`src/rtl/div_seq_unit.sv`:
```
// Multi-cycle signed restoring divider: remainder on hi, quotient on lo.
// Optional macro DIV_EARLY_EXIT_EN skips the iterations when |a| < |b|.
//
// state   | meaning
// --------+-----------------------------------------------------------
// S_IDLE  | waiting for start; hi/lo hold the last successful result
// S_CHECK | divisor-zero test, operand magnitudes and signs latched
// S_RUN   | one restoring iteration per cycle, WIDTH cycles
// S_FIX   | sign correction, hi/lo updated, done pulsed next cycle
module div_seq_unit #(
  parameter int WIDTH = 32
) (
  input  logic             clock,
  input  logic             reset,
  input  logic [WIDTH-1:0] a,
  input  logic [WIDTH-1:0] b,
  input  logic             start,
  output logic             busy,
  output logic             done,
  output logic             div0,
  output logic [WIDTH-1:0] hi,
  output logic [WIDTH-1:0] lo
);

  localparam int CW = $clog2(WIDTH);

  typedef enum logic [1:0] {S_IDLE, S_CHECK, S_RUN, S_FIX} state_t;

  state_t           state_q, state_d;
  logic [WIDTH-1:0] a_q, a_d, b_q, b_d;
  logic [WIDTH-1:0] dvs_q, dvs_d, rem_q, rem_d, quo_q, quo_d;
  logic [WIDTH-1:0] hi_q, hi_d, lo_q, lo_d;
  logic [CW-1:0]    cnt_q, cnt_d;
  logic             neg_quo_q, neg_quo_d, neg_rem_q, neg_rem_d;
  logic             done_q, done_d, div0_q, div0_d;

  logic [WIDTH-1:0] mag_a, mag_b, rem_sh, quo_sh;

  function automatic logic [WIDTH-1:0] mag(input logic [WIDTH-1:0] v);
    return v[WIDTH-1] ? ((~v) + WIDTH'(1)) : v;
  endfunction

  assign mag_a  = mag(a_q);
  assign mag_b  = mag(b_q);
  // The dividend sits in quo and shifts out of its MSB as quotient bits enter.
  assign rem_sh = {rem_q[WIDTH-2:0], quo_q[WIDTH-1]};
  assign quo_sh = {quo_q[WIDTH-2:0], 1'b0};

  always_comb begin
    state_d   = state_q;
    a_d       = a_q;
    b_d       = b_q;
    dvs_d     = dvs_q;
    rem_d     = rem_q;
    quo_d     = quo_q;
    hi_d      = hi_q;
    lo_d      = lo_q;
    cnt_d     = cnt_q;
    neg_quo_d = neg_quo_q;
    neg_rem_d = neg_rem_q;
    done_d    = 1'b0;
    div0_d    = 1'b0;
    case (state_q)
      S_IDLE: begin
        if (start) begin
          a_d     = a;
          b_d     = b;
          state_d = S_CHECK;
        end
      end
      S_CHECK: begin
        if (b_q == '0) begin
          div0_d  = 1'b1;
          state_d = S_IDLE;
        end else begin
          dvs_d     = mag_b;
          quo_d     = mag_a;
          rem_d     = '0;
          cnt_d     = '0;
          neg_quo_d = a_q[WIDTH-1] ^ b_q[WIDTH-1];
          neg_rem_d = a_q[WIDTH-1];
          state_d   = S_RUN;
`ifdef DIV_EARLY_EXIT_EN
          if (mag_a < mag_b) begin
            quo_d   = '0;
            rem_d   = mag_a;
            state_d = S_FIX;
          end
`endif
        end
      end
      S_RUN: begin
        if (rem_sh >= dvs_q) begin
          rem_d = rem_sh - dvs_q;
          quo_d = quo_sh | WIDTH'(1);
        end else begin
          rem_d = rem_sh;
          quo_d = quo_sh;
        end
        cnt_d = cnt_q + CW'(1);
        if (cnt_q == CW'(WIDTH - 1)) begin
          state_d = S_FIX;
        end
      end
      S_FIX: begin
        lo_d    = neg_quo_q ? (-quo_q) : quo_q;
        hi_d    = neg_rem_q ? (-rem_q) : rem_q;
        done_d  = 1'b1;
        state_d = S_IDLE;
      end
      default: state_d = S_IDLE;
    endcase
  end

  always_ff @(posedge clock) begin
    if (reset) begin
      state_q   <= S_IDLE;
      a_q       <= '0;
      b_q       <= '0;
      dvs_q     <= '0;
      rem_q     <= '0;
      quo_q     <= '0;
      hi_q      <= '0;
      lo_q      <= '0;
      cnt_q     <= '0;
      neg_quo_q <= 1'b0;
      neg_rem_q <= 1'b0;
      done_q    <= 1'b0;
      div0_q    <= 1'b0;
    end else begin
      state_q   <= state_d;
      a_q       <= a_d;
      b_q       <= b_d;
      dvs_q     <= dvs_d;
      rem_q     <= rem_d;
      quo_q     <= quo_d;
      hi_q      <= hi_d;
      lo_q      <= lo_d;
      cnt_q     <= cnt_d;
      neg_quo_q <= neg_quo_d;
      neg_rem_q <= neg_rem_d;
      done_q    <= done_d;
      div0_q    <= div0_d;
    end
  end

  assign busy = (state_q != S_IDLE);
  assign done = done_q;
  assign div0 = div0_q;
  assign hi   = hi_q;
  assign lo   = lo_q;

endmodule

```
`config.mk`:
```
export PLATFORM = sky130hd
export DESIGN_NAME = div_seq_unit
export DESIGN_NICKNAME = d
export VERILOG_FILES = /design/src/rtl/div_seq_unit.sv
export SDC_FILE = /design/constraint.sdc
export NUM_CORES = 1
export LEC_CHECK = 0
export BUFFER_PORTS_ARGS = -buffer_cell sky130_fd_sc_hd__buf_2
export CAP_MARGIN = 20
export CORE_ASPECT_RATIO = 0.5
export CORE_MARGIN = 5
export CORE_UTILIZATION = 30
export DETAILED_ROUTE_END_ITERATION = 8
export SLEW_MARGIN = 20
export SYNTH_ARGS = -nofsm -noshare
export SYNTH_HDL_FRONTEND = slang
export SYNTH_SLANG_ARGS = --single-unit
```
`constraint.sdc`:
```
create_clock -name clock -period 3.85 [get_ports clock]
set_clock_uncertainty 0.2 [all_clocks]
set_input_delay 0.77 -clock clock [delete_from_list [all_inputs] [get_ports clock]]
set_output_delay 0.77 -clock clock [all_outputs]
set_load 0.01 [all_outputs]
```
# Yosys cells after proc, flatten, opt, wreduce, memory -nomap -nowiden
# Cells that the tools add are included.
# word_totals
in_bits	67
word_cells	59
reg_bits	235
# op_classes
reduce_logical	9
n_lt_le_gt_ge	1
addsub	6
muxes	18
eq_ne	7
n_bitwise	5
# op_table
operator	count
32-bit 2-to-1 mux	7
32-bit case mux with 2 select lines	2
32-bit by 1-bit adder with 32-bit output, second input constant	2
32-bit negator	2
32-bit inverter	2
32-bit >= comparator	1
32-bit zero test	1
32-bit subtractor	1
5-bit case mux with 2 select lines	1
2-bit case mux with 4 select lines	1
2-bit AND reduction	4
2-bit 2-to-1 mux	3
2-bit inequality test, second input constant	3
5-bit by 1-bit adder with 5-bit output, second input constant	1
5-bit == test, second input constant	1
5-bit 2-to-1 mux	1
2-bit == test, second input constant	2
2-bit nonzero test	2
1-bit 2-to-1 mux	3
2-bit by 1-bit == test with 1-bit output, second input constant	1
2-bit zero test	1
1-bit inverter	2
2-bit OR reduction	1
1-bit XOR	1

# Depth between registers and ports, before layout
# logic_depth
ltp_word	5
depth_mapped	12

# Least setup slack after synthesis
# No wires, ideal clock.
# synth_path
kind	reg2reg
start	register quo_q[10]
end	register lo_q[29] (netlist: lo[29])
stages_incl_launch_ff	9
slack_ps	522
setup_ps	86
t_required_ps	3564
t_arrival_ps	3043
n_path_buf	0
path_cell_list	dfxtp_1 or4_4 or3_4 or3_4 or4_4 or4_4 o41ai_2 xor2_1 a211oi_1
# synth_via
elab_chain_len	2
# synth_lines
element	line	rtl
start, declared	31	logic [WIDTH-1:0] dvs_q, dvs_d, rem_q, rem_d, quo_q, quo_d;
start signal, assigned	136	quo_q <= quo_d;
32-bit negator	106	lo_d = neg_quo_q ? (-quo_q) : quo_q;
32-bit 2-to-1 mux	106	
end signal, assigned	138	lo_q <= lo_d;
end, declared	32	logic [WIDTH-1:0] hi_q, hi_d, lo_q, lo_d;
# Every way passes these cells.
# A chain may end at the register's enable or synchronous reset.

# Final worst setup path
# Ends and elaborated chain as after synthesis.

==> impl_results.md <==
* Status: finished clean
* Layout cell share with drive strength beyond 1 at around 14%
* Final WL at 36,000 um
* Critical path capture point type: flop
* Post-DR wirelength/cell at 15.7 um
* TritonCTS clock tree: yes
* Starting density of the core at 30.3%
* Cell Area, Synth at approximately 13,000 sq um
* Final Hold Fails at 0
* Total global routing overflow at 0
* Clock period minus worst slack at 3.48 ns
* Core area at roughly 42,000 sq um
* Synth cell types at 64
* Worst-Margin Slew at 1.02 ns
* Synth Net Count at 1,718
* CTS sink cnt at 235
* GRT Util Overall at 15.0%
* Synth top cells by count: nand2_1 (246), dfxtp_1 (235), nor2_1 (178), a21oi_1 (136), clkbuf_1 (93)
* Inserted Clock Buffers at 25
* CTS H-tree lvls at 1
* Hold path cells at 2
* Die X at 301 um
* Pwr dens at 503 nW/um^2
* Origin of the worst min-delay path: dvs_q[29]$_SDFFE_PP0P_
* Clock Tree Buf Depth at 3
* PostCTS Resize Cnt at 0
* Period utilization at between 90% and 100%
* Peak VDD IR at between 0.0002 and 0.0003 V
* Area after DPL at 14,000 sq um
* WHS Endpoint: dvs_q[29]$_SDFFE_PP0P_
* Root buffer cell: clkbuf_16
* Die ar. at 46,800 sq um
* Cell taking the most area after synthesis: dfxtp_1
* Port bufs at 133
* Async SR Flop Fraction at 0%
* Fillers at ~4.5k
* Ys Warns at 0
* Grt met3 use at 2.11%
* Crit Reg-Reg Endpoint: lo[29]$_SDFFE_PP0P_
* WP data required at 4.08 ns
* First-pass DRT Iterations at 5
* DRT iter0 DRCs at roughly 800
* Initial antenna violation count at 2
* DRC at 0
* Met2 Track Usage GR at 26.5%
* Most Crowded Layer GR: met2
* CTS clk-pin slew, worst paths at 0.06 ns
* Max Freq at 287 MHz
* Crit path kind: reg2reg
* Syn Area/Cell at 7.88 sq um
* Worst-skew pair later-pin latency at approximately 0.54 ns
* Hold Slack at 0.250 ns
* GPL Wtd Cong at between 0.8 and 0.9
* Synth top area share at 37.0%
* Max incr delay on CP at ~0.57 ns
* First-pass GRT wire length at 57,600 um
* Post-synth EDFFs at 0
* Vias in the first global route at 10.5k
* Vias at 11.4k
* Reg2reg path depth at 8
* Setup slack at placement at 0.380 ns
* Crit path DAT at 3.72 ns
* Layout overhead on the synthesized area at 17.5%
* Power Total at 7.50 mW
* Number of placed I/O pins at ~130
* Met1 Use GR at 19.4%
* Worst Hold Class: reg2reg
* Synth top area cells: dfxtp_1 (37%), nand2_1 (7.3%), xor2_1 (5.9%)
* RSZ-0062 raised after global routing: no
* Hpwl dp at about 27,000 um
* Largest net degree at the start of global routing at 159
* Mapped Cells at 1,612
* RR Startpoint: quo_q[10]$_SDFFE_PP0P_
* Detail Route Antenna Nets at 0
* Hold buffers post-CTS at 0
* Slowest cell on the critical path: or4_4
* Post-synthesis sequential area ratio at 37.0%
* Max Cap Viol at 0
* Worst setup SP type: flop
* Crit Path Max Fanout at 7
* Final Net Count at roughly 1.8k
* Reg2Reg Setup Slack at 0.37 ns
* Post-CTS setup buffer count at 0
* # setup viols final at 0
* Register bit total from synthesis at ~240
* Diode count at 0
* Top_reg_cell synth: dfxtp_1
* Most common cell in the netlist: nand2_1
* Via/cell ratio at between 4 and 5
* Final TNS setup at 0 ns
* Post-route cell area at roughly 15,000 sq um
* FP Rows at between 50 and 60
* Final Max Slew Viols at 0
* Die Ht at 155 um
* Rel. slew slack at 31.9%
* Final worst slack at 0.367 ns
* Critical path's most frequent cell: or4_4
* Cell chain of the critical path: or4_4 -> or3_4 -> or3_4 -> or4_4 -> or4_4 -> o41ai_2 -> xor2_1 -> a211oi_1
* Leakage at 5.84 nW
## placed cells by master (no fill, tap or decap), types with 6 or more instances in the layout
cell       instances
o41ai_1           18
or2_2              7
a21oi_1          136
o211ai_1          11
bufinv_16          6
xor2_1            85
o31ai_1           31
nand3_1           21
clkbuf_16         25
or4_1             13
mux2i_1            9
a21o_1            15
inv_1             50
a211oi_1          90
nand2_1          245
ha_1              38
dfxtp_1          235
xnor2_1           61
nand4_1            6
a22oi_1           20
o21ai_0           80
a221oi_1          19
buf_2            132
or3_1             11
buf_4             23
nand2b_1          16
nor4_1            11
nor2_1           176
nor3_1            20
## worst max-delay path by stage
stage / endpoint / from / slack [ns]
global placement: lo[29]$_SDFFE_PP0P_ / quo_q[10]$_SDFFE_PP0P_ / 0.41
CTS: lo[29]$_SDFFE_PP0P_ / quo_q[10]$_SDFFE_PP0P_ / 0.35
floorplan: lo[29]$_SDFFE_PP0P_ / quo_q[10]$_SDFFE_PP0P_ / 0.52
finish: lo[29]$_SDFFE_PP0P_ / quo_q[10]$_SDFFE_PP0P_ / 0.37
global route: lo[29]$_SDFFE_PP0P_ / quo_q[10]$_SDFFE_PP0P_ / 0.22
detailed placement: lo[29]$_SDFFE_PP0P_ / quo_q[10]$_SDFFE_PP0P_ / 0.38
## kinds of logic after synthesis
kind of cell,Yosys count,share of synthesized area [%]
AO/OA/AOI/OAI,463,24.0
XOR/XNOR,146,10.1
adder cells (fa/ha/maj),39,3.90
buffers and inverters,152,4.53
flip-flops,235,37.0
multiplexers,9,0.709
AND/OR/NAND/NOR,568,19.8
## cell type report
cell class	instances	area, sq um	area share [%]
Timing Repair Buffer	161	945	6.33
Multi-Input combinational cell	1225	7440	49.9
Clock buffer	32	702	4.70
Sequential cell	235	4700	31.5
Tap cell	577	722	4.84
Inverter	50	188	1.26
Clock inverter	13	221	1.48
## per-stage QoR
step | util [%] | std cells
3_5_place_dp | 33.4 | 2248
4_1_cts | 35.6 | 2293
2_1_floorplan | - | 1612
5_1_grt | 35.6 | 2293
3_3_place_gp | 33.4 | 2248
6_report | 35.6 | 2293
## per-layer routing
layer / share of wire (%) / vias up
met5: 0.11 / -
met4: 2.2 / 4
met3: 3.5 / 47
met2: 49 / 181
met1: 46 / 5260
li1: - / 5898
## worst max-delay path: cells and delay by family, from the launching register on
kind                      cells  cell delay, ns
xor gates and xnor gates      1            0.11
and+or+nand+nor               5            2.23
AOI/OAI and AO/OA             2            0.48
DFF                           1            0.38
## flip-flops by register name, summed over array words and instances (netlist names), named ones only
register,cells
quo_q,32
dvs_q,32
div0,1
a_q,32
neg_rem_q,1
neg_quo_q,1
cnt_q,5
state_q,1
rem_q,32
hi,32
done,1
lo,32
b_q,32
## report_power, final
group / leakage (nW) / switching, mW / internal, mW / total [mW]
combinational: 3.47 / 1.25 / 0.860 / 2.11
clock: 0.455 / 0.998 / 1.69 / 2.69
sequential: 1.91 / 0.154 / 2.56 / 2.71
total: 5.84 / 2.40 / 5.11 / 7.50
Note: power is estimated with default switching activity, not from simulation.
